$ cat src/rtl/wireframe_raster.sv
// rtl/wireframe_raster.sv - Bresenham wireframe rasteriser for triangle edges into a 1-bit SRAM.
// ver packing: {p.x,p.y,p.z, q.x,q.y,q.z, r.x,r.y,r.z}, 16 bits each, p.x in ver[143:128].
module wireframe_raster #(
    parameter int WIDTH     = 640,
    parameter int HEIGHT    = 480,
    parameter int ADDR_BITS = 19
) (
    input  logic                 clk,
    input  logic                 n_rst,
    input  logic                 start,
    input  logic                 clr,
    input  logic [143:0]         ver,
    output logic                 ready,
    output logic                 done,
    output logic                 wf_we,
    output logic [ADDR_BITS-1:0] wf_addr,
    output logic                 wf_wdata
);
    typedef enum logic [2:0] {S_IDLE, S_CLEAR, S_SETUP, S_STEP, S_DONE} state_t;

    localparam logic [ADDR_BITS-1:0] LAST_A  = ADDR_BITS'(WIDTH * HEIGHT - 1);
    localparam logic [ADDR_BITS-1:0] WIDTH_A = ADDR_BITS'(WIDTH);
    localparam logic signed [15:0]   WIDTH_S = 16'(WIDTH);
    localparam logic signed [15:0]   HEIGHT_S = 16'(HEIGHT);

    state_t state_q, state_d;
    logic signed [15:0] px_q, py_q, qx_q, qy_q, rx_q, ry_q;
    logic signed [15:0] px_d, py_d, qx_d, qy_d, rx_d, ry_d;
    logic [1:0]  k_q, k_d;
    logic signed [15:0] x_q, y_q, ex_q, ey_q, x_d, y_d, ex_d, ey_d;
    logic signed [17:0] dx_q, dy_q, err_q, dx_d, dy_d, err_d;
    logic sx_q, sy_q, sx_d, sy_d;
    logic [ADDR_BITS-1:0] clr_addr_q, clr_addr_d;
    logic wf_we_q, wf_we_d, wf_wdata_q, wf_wdata_d;
    logic [ADDR_BITS-1:0] wf_addr_q, wf_addr_d;

    logic signed [15:0] x0, y0, x1, y1;
    logic signed [17:0] ddx, ddy, adx, ady, e2;
    logic [ADDR_BITS-1:0] pix_addr;
    logic in_range;

    always_comb begin
        case (k_q)
            2'd0:    begin x0 = px_q; y0 = py_q; x1 = qx_q; y1 = qy_q; end
            2'd1:    begin x0 = qx_q; y0 = qy_q; x1 = rx_q; y1 = ry_q; end
            default: begin x0 = rx_q; y0 = ry_q; x1 = px_q; y1 = py_q; end
        endcase
        ddx = 18'(x1) - 18'(x0);
        ddy = 18'(y1) - 18'(y0);
        adx = ddx[17] ? -ddx : ddx;
        ady = ddy[17] ? -ddy : ddy;
        e2  = err_q <<< 1;
        pix_addr = ADDR_BITS'($unsigned(y_q)) * WIDTH_A + ADDR_BITS'($unsigned(x_q));
        in_range = !x_q[15] && (x_q < WIDTH_S) && !y_q[15] && (y_q < HEIGHT_S);
    end

    always_comb begin
        state_d = state_q;
        px_d = px_q; py_d = py_q; qx_d = qx_q; qy_d = qy_q; rx_d = rx_q; ry_d = ry_q;
        k_d = k_q;
        x_d = x_q; y_d = y_q; ex_d = ex_q; ey_d = ey_q;
        dx_d = dx_q; dy_d = dy_q; err_d = err_q; sx_d = sx_q; sy_d = sy_q;
        clr_addr_d = clr_addr_q;
        wf_we_d    = 1'b0;
        wf_addr_d  = wf_addr_q;
        wf_wdata_d = 1'b0;
        case (state_q)
            S_IDLE: begin
                if (start) begin
                    px_d = ver[143:128]; py_d = ver[127:112];
                    qx_d = ver[95:80];   qy_d = ver[79:64];
                    rx_d = ver[47:32];   ry_d = ver[31:16];
                    k_d  = 2'd0;
                    clr_addr_d = '0;
                    state_d = clr ? S_CLEAR : S_SETUP;
                end
            end
            S_CLEAR: begin
                wf_we_d   = 1'b1;
                wf_addr_d = clr_addr_q;
                if (clr_addr_q == LAST_A) state_d = S_SETUP;
                else clr_addr_d = clr_addr_q + 1'b1;
            end
            S_SETUP: begin
                x_d = x0; y_d = y0; ex_d = x1; ey_d = y1;
                dx_d  = adx;
                dy_d  = -ady;
                sx_d  = ddx[17];
                sy_d  = ddy[17];
                err_d = adx - ady;
                state_d = S_STEP;
            end
            S_STEP: begin
                // Off-screen pixels still take their cycle so timing is independent of clipping.
                wf_we_d    = in_range;
                wf_addr_d  = pix_addr;
                wf_wdata_d = 1'b1;
                if (x_q == ex_q && y_q == ey_q) begin
                    if (k_q == 2'd2) state_d = S_DONE;
                    else begin
                        k_d = k_q + 2'd1;
                        state_d = S_SETUP;
                    end
                end else begin
                    err_d = err_q + ((e2 >= dy_q) ? dy_q : 18'sd0) + ((e2 <= dx_q) ? dx_q : 18'sd0);
                    if (e2 >= dy_q) x_d = x_q + (sx_q ? -16'sd1 : 16'sd1);
                    if (e2 <= dx_q) y_d = y_q + (sy_q ? -16'sd1 : 16'sd1);
                end
            end
            S_DONE:  state_d = S_IDLE;
            default: state_d = S_IDLE;
        endcase
    end

    always_ff @(posedge clk or negedge n_rst) begin
        if (!n_rst) begin
            state_q <= S_IDLE;
            px_q <= '0; py_q <= '0; qx_q <= '0; qy_q <= '0; rx_q <= '0; ry_q <= '0;
            k_q <= '0;
            x_q <= '0; y_q <= '0; ex_q <= '0; ey_q <= '0;
            dx_q <= '0; dy_q <= '0; err_q <= '0; sx_q <= 1'b0; sy_q <= 1'b0;
            clr_addr_q <= '0;
            wf_we_q <= 1'b0; wf_addr_q <= '0; wf_wdata_q <= 1'b0;
        end else begin
            state_q <= state_d;
            px_q <= px_d; py_q <= py_d; qx_q <= qx_d; qy_q <= qy_d; rx_q <= rx_d; ry_q <= ry_d;
            k_q <= k_d;
            x_q <= x_d; y_q <= y_d; ex_q <= ex_d; ey_q <= ey_d;
            dx_q <= dx_d; dy_q <= dy_d; err_q <= err_d; sx_q <= sx_d; sy_q <= sy_d;
            clr_addr_q <= clr_addr_d;
            wf_we_q <= wf_we_d; wf_addr_q <= wf_addr_d; wf_wdata_q <= wf_wdata_d;
        end
    end

    assign ready    = (state_q == S_IDLE);
    assign done     = (state_q == S_DONE);
    assign wf_we    = wf_we_q;
    assign wf_addr  = wf_addr_q;
    assign wf_wdata = wf_wdata_q;
endmodule

$ cat config.mk
export PLATFORM = sky130hd
export DESIGN_NAME = wireframe_raster
export DESIGN_NICKNAME = d
export VERILOG_FILES = /design/src/rtl/wireframe_raster.sv
export SDC_FILE = /design/constraint.sdc
export NUM_CORES = 1
export LEC_CHECK = 0
export ABC_AREA = 1
export CELL_PAD_IN_SITES_DETAIL_PLACEMENT = 0
export CELL_PAD_IN_SITES_GLOBAL_PLACEMENT = 1
export CORE_AREA = 4 4 208 210
export CTS_CLUSTER_DIAMETER = 80
export DETAILED_ROUTE_END_ITERATION = 8
export DIE_AREA = 0 0 212 214
export DONT_BUFFER_PORTS = 1
export GPL_ROUTABILITY_DRIVEN = 0
export PLACE_DENSITY_LB_ADDON = 0.1
export SETUP_SLACK_MARGIN = 0.15
export SLEW_MARGIN = 0
export SYNTH_ARGS = -nofsm -noshare
export SYNTH_HDL_FRONTEND = slang
export SYNTH_SLANG_ARGS = --single-unit
$ cat constraint.sdc
create_clock -name clk -period 8.15 [get_ports clk]
set_input_delay 0.4075 -clock clk [delete_from_list [all_inputs] [get_ports clk]]
set_output_delay 0.4075 -clock clk [all_outputs]
set_load 0.05 [all_outputs]
==> results.md, run 1 <==
* Io pins at 171
* H-tree level count at 2
* Total clock sinks at 260
* Final-report hold violation count at 0
* Slowest stage cell, crit path: fa_1
* Post-synthesis sequential area ratio at 33.1%
* Layout net count at 3061
* Antenna violations before repair at 0
* Wire length of the first global-routing pass at 95.7 mm
* Reg-to-reg critical path endpoint: err_q[15]$_DFFE_PN0P_
* WHS Endpoint: ry_q[6]$_DFFE_PN0P_
* Setup Viol. Count Final at 0
* Number of standard-cell rows in the floorplan at 75
* FF+latch count, synth at 260
* Clock root cell: clkbuf_16
* Kind of path behind the tightest hold check: in2reg
* Instance count of the mapped netlist at 2690
* Commonest cells after routing, fill and taps aside: 713 x nand2_1, 323 x inv_1, 260 x dfrtp_1
* Standard cell core area at 41600 um^2
* Aggregate routed wire length at 59.8 mm
* Fmax at 150 MHz
* Reg-to-Reg Start: k_q[0]$_DFFE_PN0P_
* Routed vias at 18.0k
* Top flip-flop cell by instance count after synthesis: dfrtp_1
* Slack of the worst reg-to-reg path at 1470 ps
* Clock buffer count from CTS at 35
* Vertical extent of the die at 214 um
* # fillers at 4034
* Die Area at 45400 um^2
* Async set or reset register ratio after synthesis at 100%
* Net count after synthesis at 3009
* Area taken by multi-input logic gates at 11500 um^2
* Initial Utilization at 47.3%
* Slew at the pin closest to its max-slew limit at 1010 ps
* Count of TritonRoute iterations in the first routing pass at 7
* Number of buffers added for setup after CTS at 0
* Clk Latency, worst-skew pair at 550 ps
* Port Buffers at 0
* Ratio of final minimum period to clock period at 81.9%
* Minimum period implied by the final worst setup slack at 6680 ps
* Number of antenna diodes at 0
* Arrival time reported for the critical path endpoint at 7130 ps
* Post-cts repair resize count at 0
* Crit path required time at 8600 ps
* Clock Skew at 29.6 ps
* Routed wirelength normalized by instance count at 18.1 um
* Remaining global-route overflow at 0
* Register clock-pin slew on the reported worst setup and hold paths at 50 ps
* Crit path largest cell delay at 400 ps
* Worst setup path class: reg2reg
* Post-CTS Hold Fix Bufs at 87
* Number of max-cap violations at 0
* Share of layout cells above drive strength 1 at 6.58%
* Number of global-route vias before repair at 17.5k
* Count of synthesis-stage warnings from yosys at 0
* Average cell area after synthesis at 7.30 um^2
* Startpoint of the lowest-slack hold path: ver[22]
* Unique cell type count in the Yosys netlist at 54
* TritonCTS clock tree: built
* Setup TNS after final layout at 0 ps
* Post-route insts no fill at 3307
* Area occupied by registers at 6510 um^2
* Critical path capture point type: flop
* Number of synthesized flops with an enable pin at 0
* Unrepaired setup endpoints after global routing: no
* Run status: finished clean
* Depth of the worst register-to-register path at 41
* DRC violation count after routing at 0
* Critical Path Source Type: flop
* Die Width at 212 um
* Worst hold stages at 2
* Global-route usage over all layers at 26.4%
* Slew Limit Fails at 0
* Placed Cells incl. Taps at 3155
* Initial drt markers at 1249
* Largest net degree at the start of global routing at 261
* Worst max-slew margin expressed relative to the limit at 32.6%
* Post-synthesis to final-layout area growth at 13.0%
* Maximum clock path buffer count at 3
* Dominant cell type by count on the critical path: nand2_1
* Top fanout value on the critical path at 41
* Post-Synthesis Cell Area at 19600 um^2
* Remaining antenna violation count after routing at 0
* Leading cell type in the layout, fill and taps excluded: nand2_1
* Hpwl dp at 45.1 mm
* Routed vias/inst at 5.45
-- worst max-delay path: cells and delay by family, from the launching register on --
family                   cells  cell delay [ps]
AO/OA/AOI/OAI                6             1030
XOR/XNOR                     1              310
adder cells (fa/ha/maj)      4             1360
buffers and inverters        5              940
flip-flops                   1              380
AND/OR/NAND/NOR             25             2520
-- synth_stat cells, types with 9 or more instances --
master | instances | share of area [%]
nand2_1 | 714 | 14
inv_1 | 325 | 6.2
dfrtp_1 | 260 | 33
o21ai_0 | 243 | 6.2
nor2_1 | 181 | 3.5
a21oi_1 | 171 | 4.4
ha_1 | 147 | 9.4
nand3_1 | 119 | 3.0
clkbuf_1 | 69 | 1.3
xor2_1 | 53 | 2.4
xnor2_1 | 45 | 2.0
nand2_2 | 37 | 1.2
o22ai_1 | 29 | 0.92
nor3_1 | 28 | 0.71
nand4_1 | 27 | 0.86
fa_1 | 24 | 2.4
o221ai_1 | 20 | 0.89
a22oi_1 | 17 | 0.65
a31oi_1 | 16 | 0.51
a21oi_2 | 12 | 0.54
o211ai_1 | 12 | 0.46
nand3_2 | 11 | 0.56
o21bai_1 | 10 | 0.38
a211oi_1 | 9 | 0.34
buf_1 | 9 | 0.17
nand3b_1 | 9 | 0.34
nor4_1 | 9 | 0.29
or2_2 | 9 | 0.29
-- sequential cells by signal, indices dropped and copies added, names as in the netlist --
name / flops
clr_addr_q: 19
wf_addr: 19
dx_q: 18
dy_q: 18
err_q: 17
ex_q: 16
ey_q: 16
px_q: 16
py_q: 16
qx_q: 16
qy_q: 16
rx_q: 16
ry_q: 16
x_q: 16
y_q: 16
state_q: 3
k_q: 2
sx_q: 1
sy_q: 1
wf_wdata: 1
wf_we: 1
-- final cells by class --
class,instances,share of cell area (%)
Clock inverter,14,0.890
Clock buffer,49,4.64
Sequential cell,260,29.3
Tap cell,539,3.04
Inverter,336,5.68
Multi-Input combinational cell,2006,51.8
Timing Repair Buffer,103,4.64
-- how the worst max path moves through the flow --
stage | slack (ps) | start | endpoint | cells after the start
3_5_place_dp | 1520 | k_q[1]$_DFFE_PN0P_ | err_q[15]$_DFFE_PN0P_ | 40
6_report | 1470 | k_q[0]$_DFFE_PN0P_ | err_q[15]$_DFFE_PN0P_ | 41
2_1_floorplan | 2500 | k_q[0]$_DFFE_PN0P_ | err_q[15]$_DFFE_PN0P_ | 46
4_1_cts | 1460 | k_q[0]$_DFFE_PN0P_ | err_q[15]$_DFFE_PN0P_ | 39
5_1_grt | 810 | k_q[1]$_DFFE_PN0P_ | err_q[16]$_DFFE_PN0P_ | 40
3_3_place_gp | 1640 | k_q[1]$_DFFE_PN0P_ | err_q[15]$_DFFE_PN0P_ | 40
-- cell families after synthesis --
kind of cell	after synthesis	share of synthesized area, %
and+or+nand+nor	1163	25.2
adders and majority gates	171	11.8
buffers and inverters	424	8.42
DFF	260	33.1
xor gates and xnor gates	105	5.06
AOI/OAI and AO/OA	567	16.3
-- through the flow --
stage	area, um^2	util, %	setup WS (ps)	hold WS (ps)
finish	22200	53.4	1470	24.1
CTS	22200	53.3	1460	0.0837
global route	22200	53.4	806	7.77
global placement	20100	48.2	1640	118
floorplan	19600	-	2500	112
detailed placement	20100	48.2	1520	119
-- routing by layer --
metal | up-vias | part of all wire (%) | global-route usage (%)
met2 | 494 | 45 | 41.2
met3 | 90 | 4.5 | 2.58
li1 | 8964 | - | -
met1 | 8464 | 47 | 38.6
met4 | 0 | 3.5 | 9.14
met5 | - | 0 | 0
Power of run 1 is left out: the tool's default activity adds up to more than one toggle a clock period on the data nets, which glitch-free logic cannot reach.
==> run 2: changes to the inputs <==
CORE_AREA = 4 4 219 221   (was 4 4 208 210)
DIE_AREA = 0 0 223 225   (was 0 0 212 214)
clock period = 6.1 ns   (was 8.15 ns; I/O delays follow)
==> run 2 against run 1 <==
The run now ends with hold timing left. Via count grew 0.80%. Count of clock-buffer cells in the layout decreased by 4. Core utilization decreased by 3.7 points. Cell count up 3.7%. Global-route usage decreased by 1.4 points. First-iteration DRC count is 28% higher. Non-clock buffer count rose by 57. Setup slack got worse by 940 ps.
==> results.md, run 2 (synthesis results as in run 1) <==
* Share of layout cells above drive strength 1 at 9.32%
* TritonCTS clock tree: built
* Vertical extent of the die at 225 um
* H-tree level count at 2
* Routed vias/inst at 5.30
* Crit path from: k_q[1]$_DFFE_PN0P_
* Routed vias at 18.2k
* Met3 track utilization from global routing at 3.66%
* Clock root cell: clkbuf_16
* Standard cell core area at 46200 um^2
* Final-report hold violation count at 260
* Clk Latency, worst-skew pair at 550 ps
* Slack of the worst reg-to-reg path at 540 ps
* Hpwl dp at 47.7 mm
* DRC violation count after routing at 0
* Io pins at 171
* Global-route usage over all layers at 25.1%
* Largest net degree at the start of global routing at 261
* Die Width at 223 um
* Dominant cell type by count on the critical path: nand2_1
* Clock Skew at 21.9 ps
* Leading cell type in the layout, fill and taps excluded: nand2_1
* Antenna violations before repair at 0
* Arrival time reported for the critical path endpoint at 6020 ps
* Routed wirelength normalized by instance count at 18.5 um
* Reg-to-Reg Start: k_q[1]$_DFFE_PN0P_
* Total clock sinks at 260
* Number of antenna diodes at 0
* Number of standard-cell rows in the floorplan at 79
* Critical Path Source Type: flop
* Maximum clock path buffer count at 3
* Minimum period implied by the final worst setup slack at 5560 ps
* Die Area at 50200 um^2
* Slowest stage cell, crit path: o21ai_0
* Commonest cells after routing, fill and taps aside: 709 x nand2_1, 319 x inv_1, 260 x dfrtp_1
* Wire length of the first global-routing pass at 99.8 mm
* Run status: finished, violations left
* Post-synthesis to final-layout area growth at 16.8%
* M1 GR Usage at 37.2%
* Fmax at 180 MHz
* Register clock-pin slew on the reported worst setup and hold paths at 60 ps
* Slew Limit Fails at 0
* Worst max-slew margin expressed relative to the limit at 31.3%
* Slew at the pin closest to its max-slew limit at 1030 ps
* Port Buffers at 0
* Unrepaired setup endpoints after global routing: no
* Critical path capture point type: flop
* Worst setup path class: reg2reg
* Kind of path behind the tightest hold check: in2async
* Violated checks: hold timing
* Initial drt markers at 1596
* Crit path largest cell delay at 420 ps
* Initial Utilization at 42.6%
* Hold slack at -555 ps
* Layout net count at 3118
* Post-CTS Hold Fix Bufs at 98
* Remaining antenna violation count after routing at 0
* Reg-to-reg critical path endpoint: err_q[11]$_DFFE_PN0P_
* Top fanout value on the critical path at 7
* Crit path required time at 6550 ps
* Ratio of final minimum period to clock period at 91.2%
* Setup Viol. Count Final at 0
* Aggregate routed wire length at 63.5 mm
* Remaining global-route overflow at 0
* GR Layer Usage met2 at 38.2%
* Depth of the worst register-to-register path at 35
* Global route hottest layer: met2
* Number of max-cap violations at 0
* Count of TritonRoute iterations in the first routing pass at 6
* Clock buffer count from CTS at 34
* Setup TNS after final layout at 0 ps
* Critical path destination: err_q[11]$_DFFE_PN0P_
* Number of global-route vias before repair at 17.5k
[run 2: area by class of cell]
| cell class | count | area, um^2 |
|---|---|---|
| clock buffers | 45 | 972 |
| clock inverters | 13 | 171 |
| fillers | 4489 | 23200 |
| inverters | 336 | 1270 |
| multi-input cells | 2007 | 11700 |
| flip-flops and latches | 260 | 6510 |
| well taps | 607 | 759 |
| repair buffers | 160 | 1540 |
[run 2: worst max-delay path, delay by kind of cell, from the launching register on]
| family | cells | cell delay, ps |
|---|---|---|
| buffers and inverters | 8 | 1100 |
| adder cells (fa/ha/maj) | 3 | 860 |
| flip-flops | 1 | 400 |
| AND/OR/NAND/NOR | 15 | 1440 |
| AO/OA/AOI/OAI | 7 | 1340 |
| XOR/XNOR | 2 | 320 |
[run 2: what timing repair did]
action,in CTS,in global routing
endpoints found under the hold margin,357,260
buffers inserted,0,18
endpoints found under the setup margin,0,9
gates resized for setup,0,56
[run 2: how the worst min path moves through the flow]
stage          slack, ps                   endpoint  cells after the start
4_1_cts             -580  clr_addr_q[7]$_DFFE_PN0P_                      0
6_report            -560  clr_addr_q[6]$_DFFE_PN0P_                      0
2_1_floorplan          9  clr_addr_q[0]$_DFFE_PN0P_                      0
5_1_grt             -580  clr_addr_q[6]$_DFFE_PN0P_                      0
3_5_place_dp          20  clr_addr_q[6]$_DFFE_PN0P_                      0
3_3_place_gp          20  clr_addr_q[7]$_DFFE_PN0P_                      0
[run 2: through the flow]
step | util [%] | setup slack [ps] | instance area [um^2] | instances | hold WS [ps]
final | 49.7 | 536 | 23000 | 3428 | -555
after global routing | 49.7 | 120 | 23000 | 3428 | -578
after CTS | 48.7 | 215 | 22500 | 3407 | -584
after detailed placement | 44.1 | 293 | 20400 | 3251 | 19.4
after global placement | 44.1 | 436 | 20400 | 3251 | 17.1
after floorplan | - | 450 | 19600 | 2690 | 9.41
[run 2: per-layer routing]
| layer | wire, um | up-vias |
|---|---|---|
| met4 | 1850 | 0 |
| met2 | 27100 | 445 |
| met3 | 3080 | 84 |
| li1 | - | 9069 |
| met5 | 0 | - |
| met1 | 31500 | 8558 |
Power of run 2 is left out for the same reason.
==> run 3: changes to the inputs <==
CORE_AREA = 2 2 217 219   (was 4 4 219 221)
DIE_AREA = 0 0 219 221   (was 0 0 223 225)
==> run 3 against run 2 <==
Count of clock-buffer cells in the layout increased by 2. Non-clock buffer count down 3. Critical path depth did not move. Sequential cell count unchanged. Register-to-register slack better by 20 ps. Sequential share of layout area is 0.26 points higher. The run still ends with hold timing left. Via count grew 0.41%. Routed wire length is 1.6% lower. Critical endpoint is now err_q[14]$_DFFE_PN0P_. Final area down 0.90%.
==> results.md, run 3 (synthesis results as in run 1) <==
* Run status: finished, violations left
* Violated checks: hold timing
* Clk Latency, worst-skew pair at 560 ps
* Routed vias/inst at 5.32
* Share of layout cells above drive strength 1 at 8.61%
* Global-route usage over all layers at 26.1%
* Top fanout value on the critical path at 19
* Reg-to-reg critical path endpoint: err_q[14]$_DFFE_PN0P_
* Number of global-route vias before repair at 17.8k
* Number of max-cap violations at 0
* Remaining global-route overflow at 0
* Cell family with the largest share of critical-path delay: simple AND/OR/NAND/NOR gates
* Initial drt markers at 1447
* Minimum period implied by the final worst setup slack at 5550 ps
* Register clock-pin slew on the reported worst setup and hold paths at 60 ps
* Maximum clock path buffer count at 3
* Reg-to-Reg Start: k_q[0]$_DFFE_PN0P_
* Io pins at 171
* Routed vias at 18.2k
* Die Area at 48400 um^2
* Placed Cells incl. Taps at 3253
* Ratio of final minimum period to clock period at 90.9%
* Count of TritonRoute iterations in the first routing pass at 6
* Antenna violations before repair at 2
* Die Width at 219 um
* Vertical extent of the die at 221 um
* Port Buffers at 0
* Routed wirelength normalized by instance count at 18.2 um
* Arrival time reported for the critical path endpoint at 6020 ps
* H-tree level count at 2
* Buffers & Inverters on Critical Path at 6
* Standard cell core area at 46100 um^2
* Post-CTS Hold Fix Bufs at 98
* Slack of the worst reg-to-reg path at 550 ps
* TritonCTS clock tree: built
* # fillers at 4598
* Critical path capture point type: flop
* DP Area at 20400 um^2
* Worst setup path class: reg2reg
* Number of standard-cell rows in the floorplan at 79
* Largest net degree at the start of global routing at 261
* Hold slack at -557 ps
* Commonest cells after routing, fill and taps aside: 712 x nand2_1, 320 x inv_1, 260 x dfrtp_1
* Clock Skew at 20.9 ps
* Remaining antenna violation count after routing at 0
* Wire length of the first global-routing pass at 98.4 mm
* Cell area after layout at 22700 um^2
* Final-report hold violation count at 260
* Slew Limit Fails at 0
* Setup Viol. Count Final at 0
* DRC violation count after routing at 0
* Hpwl dp at 47.6 mm
* Depth of the worst register-to-register path at 35
* Slew at the pin closest to its max-slew limit at 1010 ps
* Crit path largest cell delay at 410 ps
* Clock buffer count from CTS at 35
* Initial Utilization at 42.6%
* Fmax at 180 MHz
* Area occupied by registers at 6510 um^2
* Clock root cell: clkbuf_16
* Total clock sinks at 260
* Layout net count at 3116
* Post-route insts no fill at 3430
* Aggregate routed wire length at 62.5 mm
* Crit path required time at 6570 ps
* Leading cell type in the layout, fill and taps excluded: nand2_1
* Unrepaired setup endpoints after global routing: yes
* Kind of path behind the tightest hold check: in2async
* Area taken by multi-input logic gates at 11600 um^2
* Post-synthesis to final-layout area growth at 15.8%
* Worst max-slew margin expressed relative to the limit at 32.5%
* Critical Path Source Type: flop
* Dominant cell type by count on the critical path: nand2_1
* Slowest stage cell, crit path: dfrtp_1
* Setup TNS after final layout at 0 ps
run 3: worst register-to-register path: cells and delay by family, from the launching register on:
| kind | cells | cell delay (ps) |
|---|---|---|
| fa+ha+maj | 3 | 780 |
| buf+inv | 6 | 910 |
| simple gates | 19 | 1810 |
| compound gates | 7 | 1540 |
| flops | 1 | 410 |
run 3: worst max path at each step:
stage | from | to | slack, ps | depth (start not counted)
after floorplan | k_q[0]$_DFFE_PN0P_ | err_q[15]$_DFFE_PN0P_ | 450 | 46
after global placement | k_q[1]$_DFFE_PN0P_ | err_q[15]$_DFFE_PN0P_ | 310 | 39
after detailed placement | k_q[1]$_DFFE_PN0P_ | err_q[15]$_DFFE_PN0P_ | 180 | 39
after CTS | k_q[0]$_DFFE_PN0P_ | err_q[15]$_DFFE_PN0P_ | 230 | 39
after global routing | k_q[0]$_DFFE_PN0P_ | err_q[14]$_DFFE_PN0P_ | 70 | 38
final | k_q[0]$_DFFE_PN0P_ | err_q[14]$_DFFE_PN0P_ | 550 | 35
run 3: area by class of cell:
cell class / instances / share of cell area, %
clock buffer: 47 / 4.41
sequential: 260 / 28.6
inverter: 336 / 5.57
timing repair buffer: 157 / 6.33
tap: 607 / 3.34
clock inverter: 14 / 0.666
multi-input combinational: 2007 / 51.1
antenna: 2 / 0.0220
run 3: per-stage QoR:
step           setup WS, ps  utilization [%]  hold WS, ps
2_1_floorplan           450                -         9.41
3_3_place_gp            309             44.2         15.8
3_5_place_dp            181             44.2         16.3
4_1_cts                 234             48.9         -587
5_1_grt                68.5             49.4         -585
6_report                554             49.4         -557
run 3: repair_timing:
item,in CTS,in global routing
pin swaps,0,11
hold endpoints to repair,357,260
gates cloned,0,1
setup buffers,0,15
gates resized for setup,2,28
endpoints found under the setup margin,1,10
run 3: per-layer routing:
metal / track usage (%) / wire length (um) / vias up / part of all wire, %
li1: - / - / 9077 / -
met1: 38.0 / 30400 / 8617 / 49
met2: 39.9 / 26900 / 462 / 43
met3: 4.44 / 3660 / 71 / 5.9
met4: 7.30 / 1500 / 4 / 2.4
met5: 0 / 24 / - / 0.038
Power of run 3 is left out for the same reason.
